==> config.mk <==
export PLATFORM = sky130hd
export DESIGN_NAME = pipeline_hazard_ctrl_flat
export DESIGN_NICKNAME = d
export VERILOG_FILES = /design/src/rtl/pipeline_hazard_ctrl_if.sv /design/src/rtl/pipeline_hazard_ctrl.sv /design/src/flat_wrapper.sv
export SDC_FILE = /design/constraint.sdc
export NUM_CORES = 1
export LEC_CHECK = 0
export CORE_UTILIZATION = 40
export DETAILED_ROUTE_END_ITERATION = 8
export DONT_BUFFER_PORTS = 1
export PLACE_DENSITY_LB_ADDON = 0.15
export SKIP_LAST_GASP = 1
export SLEW_MARGIN = 20
export SYNTH_ARGS = -nofsm -noshare
export SYNTH_HDL_FRONTEND = slang
export SYNTH_SLANG_ARGS = --single-unit
==> constraint.sdc <==
create_clock -name clk -period 2.8 [get_ports clk]
set_clock_uncertainty 0.05 [all_clocks]
set_input_delay 0.28 -clock clk [delete_from_list [all_inputs] [get_ports clk]]
set_output_delay 0.28 -clock clk [all_outputs]
set_load 0.01 [all_outputs]
==> src/rtl/pipeline_hazard_ctrl_if.sv <==
// rtl/pipeline_hazard_ctrl_if.sv - hazard controller signal bundle
//
// Purpose: groups the pipeline-side hazard inputs and the stall/flush
//   controls of pipeline_hazard_ctrl into one interface.
// Modports:
//   master - pipeline datapath: drives hazard/memory inputs, receives controls
//   slave  - pipeline_hazard_ctrl: receives inputs, drives controls
// Signals:
//   MemRead_ex, rdAddr_ex[4:0]          EX instruction is a load / its rd
//   rs1Addr_id, rs2Addr_id [4:0]        ID source registers
//   rs1Used_id, rs2Used_id              ID instruction really reads rs1/rs2
//   BranchTaken_ex                      redirect resolved in EX
//   MemReq_mem, mem_ready               data-memory request / completion
//   PCWrite, IFID_Write, IFID_Flush, IDEX_Write, IDEX_Flush,
//   EXMEM_Write, MEMWB_Flush            pipeline register controls
//   boot_busy, mem_timeout              status
//   stall_cycles, flush_events, wait_cycles [31:0]
//                                       present only with PIPE_PERF_CNT_EN
interface pipeline_hazard_ctrl_if;
  logic       MemRead_ex;
  logic [4:0] rdAddr_ex;
  logic [4:0] rs1Addr_id;
  logic [4:0] rs2Addr_id;
  logic       rs1Used_id;
  logic       rs2Used_id;
  logic       BranchTaken_ex;
  logic       MemReq_mem;
  logic       mem_ready;

  logic       PCWrite;
  logic       IFID_Write;
  logic       IFID_Flush;
  logic       IDEX_Write;
  logic       IDEX_Flush;
  logic       EXMEM_Write;
  logic       MEMWB_Flush;
  logic       boot_busy;
  logic       mem_timeout;

`ifdef PIPE_PERF_CNT_EN
  logic [31:0] stall_cycles;
  logic [31:0] flush_events;
  logic [31:0] wait_cycles;

  modport master (
    output MemRead_ex, rdAddr_ex, rs1Addr_id, rs2Addr_id, rs1Used_id,
           rs2Used_id, BranchTaken_ex, MemReq_mem, mem_ready,
    input  PCWrite, IFID_Write, IFID_Flush, IDEX_Write, IDEX_Flush,
           EXMEM_Write, MEMWB_Flush, boot_busy, mem_timeout,
           stall_cycles, flush_events, wait_cycles
  );

  modport slave (
    input  MemRead_ex, rdAddr_ex, rs1Addr_id, rs2Addr_id, rs1Used_id,
           rs2Used_id, BranchTaken_ex, MemReq_mem, mem_ready,
    output PCWrite, IFID_Write, IFID_Flush, IDEX_Write, IDEX_Flush,
           EXMEM_Write, MEMWB_Flush, boot_busy, mem_timeout,
           stall_cycles, flush_events, wait_cycles
  );
`else
  modport master (
    output MemRead_ex, rdAddr_ex, rs1Addr_id, rs2Addr_id, rs1Used_id,
           rs2Used_id, BranchTaken_ex, MemReq_mem, mem_ready,
    input  PCWrite, IFID_Write, IFID_Flush, IDEX_Write, IDEX_Flush,
           EXMEM_Write, MEMWB_Flush, boot_busy, mem_timeout
  );

  modport slave (
    input  MemRead_ex, rdAddr_ex, rs1Addr_id, rs2Addr_id, rs1Used_id,
           rs2Used_id, BranchTaken_ex, MemReq_mem, mem_ready,
    output PCWrite, IFID_Write, IFID_Flush, IDEX_Write, IDEX_Flush,
           EXMEM_Write, MEMWB_Flush, boot_busy, mem_timeout
  );
`endif
endinterface

==> src/rtl/pipeline_hazard_ctrl.sv <==
// rtl/pipeline_hazard_ctrl.sv - stall/flush controller for the 5-stage pipeline
//
// Purpose: drives write-enable and flush controls for PC, IF/ID, ID/EX,
//   EX/MEM and MEM/WB from a boot hold, the data-memory wait handshake,
//   taken branches resolved in EX and ID/EX load-use hazards.
// Ports:
//   clk  - clock, all state updates on posedge
//   r    - asynchronous active-low reset
//   hz   - pipeline_hazard_ctrl_if.slave, hazard inputs and control outputs
// Parameters:
//   BOOT_CYCLES  - cycles held flushed after reset release (1..2^CNT_W-1)
//   WAIT_TIMEOUT - memory-wait cycles before a forced release (1..2^CNT_W-1)
//   CNT_W        - boot / wait counter width
// Optional feature macro: PIPE_PERF_CNT_EN adds the 32-bit stall_cycles,
//   flush_events and wait_cycles counters on the interface.
module pipeline_hazard_ctrl #(
  parameter int BOOT_CYCLES  = 4,
  parameter int WAIT_TIMEOUT = 255,
  parameter int CNT_W        = 8
) (
  input  logic                   clk,
  input  logic                   r,
  pipeline_hazard_ctrl_if.slave  hz
);

  localparam logic [1:0] ST_BOOT     = 2'd0;
  localparam logic [1:0] ST_RUN      = 2'd1;
  localparam logic [1:0] ST_MEM_WAIT = 2'd2;

  localparam logic [CNT_W-1:0] CNT_ONE   = {{(CNT_W-1){1'b0}}, 1'b1};
  localparam logic [CNT_W-1:0] BOOT_LAST = CNT_W'(BOOT_CYCLES - 1);
  localparam logic [CNT_W-1:0] WAIT_LAST = CNT_W'(WAIT_TIMEOUT);

  logic [1:0]       state;
  logic [CNT_W-1:0] boot_cnt;
  logic [CNT_W-1:0] wait_cnt;
  logic             mem_timeout_q;

  logic in_run;
  logic in_wait;
  logic in_boot;
  logic mem_stall;
  logic load_use;
  logic frozen;
  logic br_flush;
  logic lu_bubble;

  assign in_run  = (state == ST_RUN);
  assign in_wait = (state == ST_MEM_WAIT);
  // Any undecoded state behaves like BOOT so the pipeline stays flushed.
  assign in_boot = ~(in_run | in_wait);

  assign mem_stall = hz.MemReq_mem & ~hz.mem_ready;

  // A load writing x0 never creates a real dependency.
  assign load_use = hz.MemRead_ex && (hz.rdAddr_ex != 5'd0) &&
                    ((hz.rs1Used_id && (hz.rs1Addr_id == hz.rdAddr_ex)) ||
                     (hz.rs2Used_id && (hz.rs2Addr_id == hz.rdAddr_ex)));

  // In MEM_WAIT the request is already committed, so only mem_ready matters.
  assign frozen    = (in_run & mem_stall) | (in_wait & ~hz.mem_ready);
  // Branch wins over load-use: the hazarding instruction is on the wrong path.
  assign br_flush  = ~in_boot & ~frozen & hz.BranchTaken_ex;
  assign lu_bubble = ~in_boot & ~frozen & ~hz.BranchTaken_ex & load_use;

  assign hz.PCWrite     = ~in_boot & ~frozen & ~lu_bubble;
  assign hz.IFID_Write  = ~in_boot & ~frozen & ~lu_bubble;
  assign hz.IFID_Flush  = in_boot | br_flush;
  assign hz.IDEX_Write  = ~in_boot & ~frozen;
  assign hz.IDEX_Flush  = in_boot | br_flush | lu_bubble;
  assign hz.EXMEM_Write = ~in_boot & ~frozen;
  assign hz.MEMWB_Flush = in_boot | frozen;
  assign hz.boot_busy   = in_boot;
  assign hz.mem_timeout = mem_timeout_q;

  // wait_cnt is 1 on entry to MEM_WAIT and counts the MEM_WAIT cycles; the
  // cycle seeing wait_cnt==WAIT_TIMEOUT is the last frozen one.
  always_ff @(posedge clk or negedge r) begin
    if (!r) begin
      state         <= ST_BOOT;
      boot_cnt      <= '0;
      wait_cnt      <= '0;
      mem_timeout_q <= 1'b0;
    end else begin
      case (state)
        ST_BOOT: begin
          if (boot_cnt == BOOT_LAST) begin
            state    <= ST_RUN;
            boot_cnt <= '0;
          end else begin
            boot_cnt <= boot_cnt + CNT_ONE;
          end
        end
        ST_RUN: begin
          if (mem_stall) begin
            state    <= ST_MEM_WAIT;
            wait_cnt <= CNT_ONE;
          end
        end
        ST_MEM_WAIT: begin
          if (hz.mem_ready) begin
            state    <= ST_RUN;
            wait_cnt <= '0;
          end else if (wait_cnt == WAIT_LAST) begin
            state         <= ST_RUN;
            wait_cnt      <= '0;
            mem_timeout_q <= 1'b1;
          end else begin
            wait_cnt <= wait_cnt + CNT_ONE;
          end
        end
        default: begin
          state    <= ST_BOOT;
          boot_cnt <= '0;
          wait_cnt <= '0;
        end
      endcase
    end
  end

`ifdef PIPE_PERF_CNT_EN
  logic [31:0] stall_q;
  logic [31:0] flush_q;
  logic [31:0] wait_q;

  always_ff @(posedge clk or negedge r) begin
    if (!r) begin
      stall_q <= 32'd0;
      flush_q <= 32'd0;
      wait_q  <= 32'd0;
    end else begin
      if (lu_bubble) stall_q <= stall_q + 32'd1;
      if (br_flush)  flush_q <= flush_q + 32'd1;
      if (frozen)    wait_q  <= wait_q + 32'd1;
    end
  end

  assign hz.stall_cycles = stall_q;
  assign hz.flush_events = flush_q;
  assign hz.wait_cycles  = wait_q;
`endif

endmodule
==> src/flat_wrapper.sv <==
// flat-port wrapper written by rule: the top's interface ports become plain ports
module pipeline_hazard_ctrl_flat 
#(
  parameter int BOOT_CYCLES  = 4,
  parameter int WAIT_TIMEOUT = 255,
  parameter int CNT_W        = 8
)
  (clk, r, hz_MemRead_ex, hz_rdAddr_ex, hz_rs1Addr_id, hz_rs2Addr_id, hz_rs1Used_id, hz_rs2Used_id, hz_BranchTaken_ex, hz_MemReq_mem, hz_mem_ready, hz_PCWrite, hz_IFID_Write, hz_IFID_Flush, hz_IDEX_Write, hz_IDEX_Flush, hz_EXMEM_Write, hz_MEMWB_Flush, hz_boot_busy, hz_mem_timeout);
  pipeline_hazard_ctrl_if hz_i ();
  input  logic clk;
  input  logic r;
  input wire logic [$bits(hz_i.MemRead_ex)-1:0] hz_MemRead_ex;
  input wire logic [$bits(hz_i.rdAddr_ex)-1:0] hz_rdAddr_ex;
  input wire logic [$bits(hz_i.rs1Addr_id)-1:0] hz_rs1Addr_id;
  input wire logic [$bits(hz_i.rs2Addr_id)-1:0] hz_rs2Addr_id;
  input wire logic [$bits(hz_i.rs1Used_id)-1:0] hz_rs1Used_id;
  input wire logic [$bits(hz_i.rs2Used_id)-1:0] hz_rs2Used_id;
  input wire logic [$bits(hz_i.BranchTaken_ex)-1:0] hz_BranchTaken_ex;
  input wire logic [$bits(hz_i.MemReq_mem)-1:0] hz_MemReq_mem;
  input wire logic [$bits(hz_i.mem_ready)-1:0] hz_mem_ready;
  output wire logic [$bits(hz_i.PCWrite)-1:0] hz_PCWrite;
  output wire logic [$bits(hz_i.IFID_Write)-1:0] hz_IFID_Write;
  output wire logic [$bits(hz_i.IFID_Flush)-1:0] hz_IFID_Flush;
  output wire logic [$bits(hz_i.IDEX_Write)-1:0] hz_IDEX_Write;
  output wire logic [$bits(hz_i.IDEX_Flush)-1:0] hz_IDEX_Flush;
  output wire logic [$bits(hz_i.EXMEM_Write)-1:0] hz_EXMEM_Write;
  output wire logic [$bits(hz_i.MEMWB_Flush)-1:0] hz_MEMWB_Flush;
  output wire logic [$bits(hz_i.boot_busy)-1:0] hz_boot_busy;
  output wire logic [$bits(hz_i.mem_timeout)-1:0] hz_mem_timeout;
  assign hz_i.MemRead_ex = hz_MemRead_ex;
  assign hz_i.rdAddr_ex = hz_rdAddr_ex;
  assign hz_i.rs1Addr_id = hz_rs1Addr_id;
  assign hz_i.rs2Addr_id = hz_rs2Addr_id;
  assign hz_i.rs1Used_id = hz_rs1Used_id;
  assign hz_i.rs2Used_id = hz_rs2Used_id;
  assign hz_i.BranchTaken_ex = hz_BranchTaken_ex;
  assign hz_i.MemReq_mem = hz_MemReq_mem;
  assign hz_i.mem_ready = hz_mem_ready;
  assign hz_PCWrite = hz_i.PCWrite;
  assign hz_IFID_Write = hz_i.IFID_Write;
  assign hz_IFID_Flush = hz_i.IFID_Flush;
  assign hz_IDEX_Write = hz_i.IDEX_Write;
  assign hz_IDEX_Flush = hz_i.IDEX_Flush;
  assign hz_EXMEM_Write = hz_i.EXMEM_Write;
  assign hz_MEMWB_Flush = hz_i.MEMWB_Flush;
  assign hz_boot_busy = hz_i.boot_busy;
  assign hz_mem_timeout = hz_i.mem_timeout;
  pipeline_hazard_ctrl #(.BOOT_CYCLES(BOOT_CYCLES), .WAIT_TIMEOUT(WAIT_TIMEOUT), .CNT_W(CNT_W)) u_core (.clk(clk), .r(r), .hz(hz_i));
endmodule
==> summary by stage <==
Outcome
The flow ran to the end, and the final reports show no timing, DRC or antenna violations.

Route
The met2 wire length is 1240 um. Dividing the detail-routed wire length by the instance count gives 13.2 um. The uppermost layer routed is met4.

The via count of the routed design is 988. The met1 routed wirelength after detailed routing is 1050 um. After detailed routing, the total wire length is 2420 um.

The vias per cell is 5.40. The number of iterations in the first detailed-routing pass is 4. The post-route antenna net violation count is 0.

After detailed routing, the number of remaining DRC violations is 0. The first-iteration detailed-routing DRC count is 24. The met3 routed wirelength is 113 um.

STA
Headroom to the max-slew limit came out at 0.432. The achievable frequency is 415 MHz. Setup repair after global routing left no endpoint under its margin. The hold violation total from the final report came to 0. Once routing completed, OpenROAD measured the worst setup slack at 0.388 ns. The final max-slew violation count was 0. For the pin with the worst max-slew slack, the measured transition is 0.849 ns. The setup-violating endpoint count in the final report is 0. The shortest clock period the worst path allows after layout is 2.41 ns.

In the finished design, the share of the clock period the worst path needs comes to 0.861. The summed negative setup slack over all endpoints is 0 ns.

Cells and area
The final instance area is 1370 um^2. The top cell types in the final layout, fill and taps aside, are sky130_fd_sc_hd__dfrtp_1 (19), sky130_fd_sc_hd__xnor2_1 (17), sky130_fd_sc_hd__nand2_1 (15). From synthesis to final layout, the design area changed by 5.50%. The ratio of cells with drive above 1 in the final layout is 0.101. The net count of the finished layout is 169. The most common cell after layout, fill and taps aside is sky130_fd_sc_hd__dfrtp_1. For this run, the share of the core covered by cells in the final layout is 0.448.

The antenna diode instance count is 0. The layout has 328 filler cells.

Worst setup path
The worst register-to-register path has a setup slack of 0.79 ns. For the worst setup path, the data arrival time is 2.08 ns. Walking the worst path, the cells encountered are inv_1, ha_1, a21oi_1, o21a_1, inv_1, a21oi_1. Of all nets on the critical path, the largest fanout is 8.

At the worst endpoint, the required time is 2.47 ns. The cell at the slowest stage of the critical path is sky130_fd_sc_hd__a21oi_1. The endpoint of the most critical register-to-register path is u_core.boot_cnt[3]$_DFFE_PN0N_.

By startpoint and endpoint, the worst setup path is classified as reg2out. STA classifies the critical path endpoint as an output port. The maximum single-stage delay on the critical path is 0.40 ns. The launch instance of the worst register-to-register path is u_core.state[0]$_DFFE_PN0P_. The category of the worst setup path launch point is a register.

Measured in cells, the most critical reg-to-reg path has a length of 5.

Clock network
TritonCTS built the clock tree. The count of clock tree sinks is 19. The number of buffers inserted during clock tree synthesis is 3. The longest clock path from root to sink contains 2 buffers. The master cell of the clock root buffer is sky130_fd_sc_hd__clkbuf_4. At the later pin of the worst-skew pair, clock insertion delay measures 0.30 ns. After clock tree synthesis, the clock-pin slew on the worst setup and hold paths is 0.11 ns.

The number of H-tree levels is 1.

Synth
Among all flip-flop cells after synthesis, the most frequent one is sky130_fd_sc_hd__dfrtp_1. Of the total synthesized cell area, the portion taken by AND, OR, NAND and NOR gates is 0.224. Sorting the synthesized cells by area gives the leading types as sky130_fd_sc_hd__dfrtp_1 (37%), sky130_fd_sc_hd__xnor2_1 (11%), sky130_fd_sc_hd__ha_1 (5.8%). The synthesized design contains 19 register bits. The complex-gate fraction of the synthesized area came to 0.190. The synthesized design contains 0 enable-type register cells.

Of the post-synthesis cell area, the dominant cell type holds 0.367. Synthesis handed over a netlist of 138 instances. For this run, asynchronously set or reset flops after synthesis account for 1.00. Yosys printed 0 warnings. Of the total synthesized cell area, the portion taken by XOR and XNOR cells is 0.115. The cell area that synthesis handed to floorplanning was 1300 um^2. sky130_fd_sc_hd__dfrtp_1 takes more of the synthesized area than any other cell. The share of the Yosys chip area taken by registers is 0.367. The count of distinct cell types in the synthesized netlist is 43. The largest family of logic cells by synthesized area is simple AND/OR/NAND/NOR gates. The average size of a mapped cell is 9.39 um^2. When the netlist entered floorplanning its net count stood at 167. The fraction of the mapped netlist area in adder cells is 0.0579. The fraction of synthesized area in multiplexers is 0.00772.

Min path
For hold timing, the worst endpoint is u_core.hz.mem_timeout$_DFFE_PN0P_. The worst hold-check path type is in2reg. The startpoint identified for the worst hold timing path is hz_mem_ready. The worst hold path was traced through 2 stages.

Power
The maximum ir drop on the vdd rail is 0.439 mV. Power comes to 1.14 mW. In this run the power density over the cells is 831 nW/um^2. The analysis attributes to cell leakage a power of 0.557 nW.

Die
The initial utilization of the core area, before any placement, comes to 0.425. The die is 58.9 um wide. The floorplan step defined a die boundary enclosing 3470 um^2. Row generation in the floorplan step produced 20 rows.

During I/O placement, the number of pins put on the boundary was 32. The core footprint is 3050 um^2. The overall die height is 58.9 um.

GRT
Entering global routing, the biggest net connects 20 pins. The initial antenna violation count is 0. For this run the aggregate overflow at the end of global routing stands at 0. The global-route wire length before repair is 4040 um. The combined global-route utilization of all metal layers is 0.155. The number of global-route vias before repair is 977.

Placed design
The final weighted congestion of routability-driven global placement is 0.755. The count of buffers added on input and output ports is 0. The worst slack at placement is 0.717 ns. The half-perimeter wire length after detailed placement is 1950 um. The cell area after placement is 1330 um^2.

Flow run
The tool flagged a number of max-cap violations equal to 0.
## registers in the layout, summed over array words and instances, names as in the netlist
| signal | cells |
|---|---|
| u_core.wait_cnt | 8 |
| u_core.state | 2 |
| u_core.boot_cnt | 8 |
| u_core.hz.mem_timeout | 1 |
## Yosys cell counts (2+ instances only)
master                     instances
sky130_fd_sc_hd__dfrtp_1          19
sky130_fd_sc_hd__xnor2_1          17
sky130_fd_sc_hd__nand2_1          15
sky130_fd_sc_hd__nor2_1           11
sky130_fd_sc_hd__nand3_1           8
sky130_fd_sc_hd__ha_1              6
sky130_fd_sc_hd__inv_1             6
sky130_fd_sc_hd__o21ai_0           5
sky130_fd_sc_hd__a21o_1            4
sky130_fd_sc_hd__a21oi_1           3
sky130_fd_sc_hd__nand4_1           3
sky130_fd_sc_hd__nor3_1            3
sky130_fd_sc_hd__o41ai_1           3
sky130_fd_sc_hd__buf_4             2
sky130_fd_sc_hd__clkbuf_1          2
sky130_fd_sc_hd__nor2b_1           2
sky130_fd_sc_hd__o21bai_1          2
sky130_fd_sc_hd__or4_1             2
## routing by layer
metal,up-vias,global-route usage
met1,462,0.175
met2,24,0.279
met5,-,0
li1,498,-
met4,0,0.0408
met3,4,0.0484
## worst max-delay path by stage
stage	cells after the start	end	slack [ns]	startpoint
6_report	6	hz_PCWrite	0.39	u_core.state[1]$_DFFE_PN0P_
5_1_grt	6	hz_PCWrite	0.20	u_core.state[1]$_DFFE_PN0P_
4_1_cts	6	hz_PCWrite	0.37	u_core.state[1]$_DFFE_PN0P_
3_3_place_gp	6	hz_PCWrite	0.76	u_core.state[1]$_DFFE_PN0P_
3_5_place_dp	6	hz_PCWrite	0.72	u_core.state[1]$_DFFE_PN0P_
2_1_floorplan	7	hz_PCWrite	0.87	u_core.state[1]$_DFFE_PN0P_
## cells by family after synthesis
family / count (synthesis)
buffers and inverters: 11
AOI/OAI and AO/OA: 29
and+or+nand+nor: 55
DFF: 19
muxes: 1
adders and majority gates: 6
xor gates and xnor gates: 17
## area by class of cell
cell class / count / area (um^2) / share of cell area
clock buffer: 4 / 26.3 / 0.0192
tap: 44 / 55.1 / 0.0403
multi-input combinational: 108 / 771 / 0.564
sequential: 19 / 475 / 0.348
inverter: 6 / 22.5 / 0.0165
timing repair buffer: 2 / 17.5 / 0.0128
## power breakdown
group          internal, mW  switching, mW
sequential            0.311         0.0360
combinational         0.231          0.416
clock                0.0554         0.0873
## worst max-delay path: cells and delay by family, from the launching register on
kind | cells | cell delay [ns]
AO/OA/AOI/OAI | 3 | 0.88
flip-flops | 1 | 0.39
adder cells (fa/ha/maj) | 1 | 0.29
buffers and inverters | 2 | 0.22
## stage by stage
step,cells,hold WS [ns]
finish,183,0.183
global route,183,0.167
CTS,183,0.173
detailed placement,178,-0.0649
global placement,178,-0.0650
floorplan,138,-0.0656
## repair_timing
action,CTS,global route
hold buffers,1,0
endpoints found under the hold margin,19,0
resized for setup,0,0
buffers inserted,0,0
No activity file was read; power rests on OpenSTA's default activity.
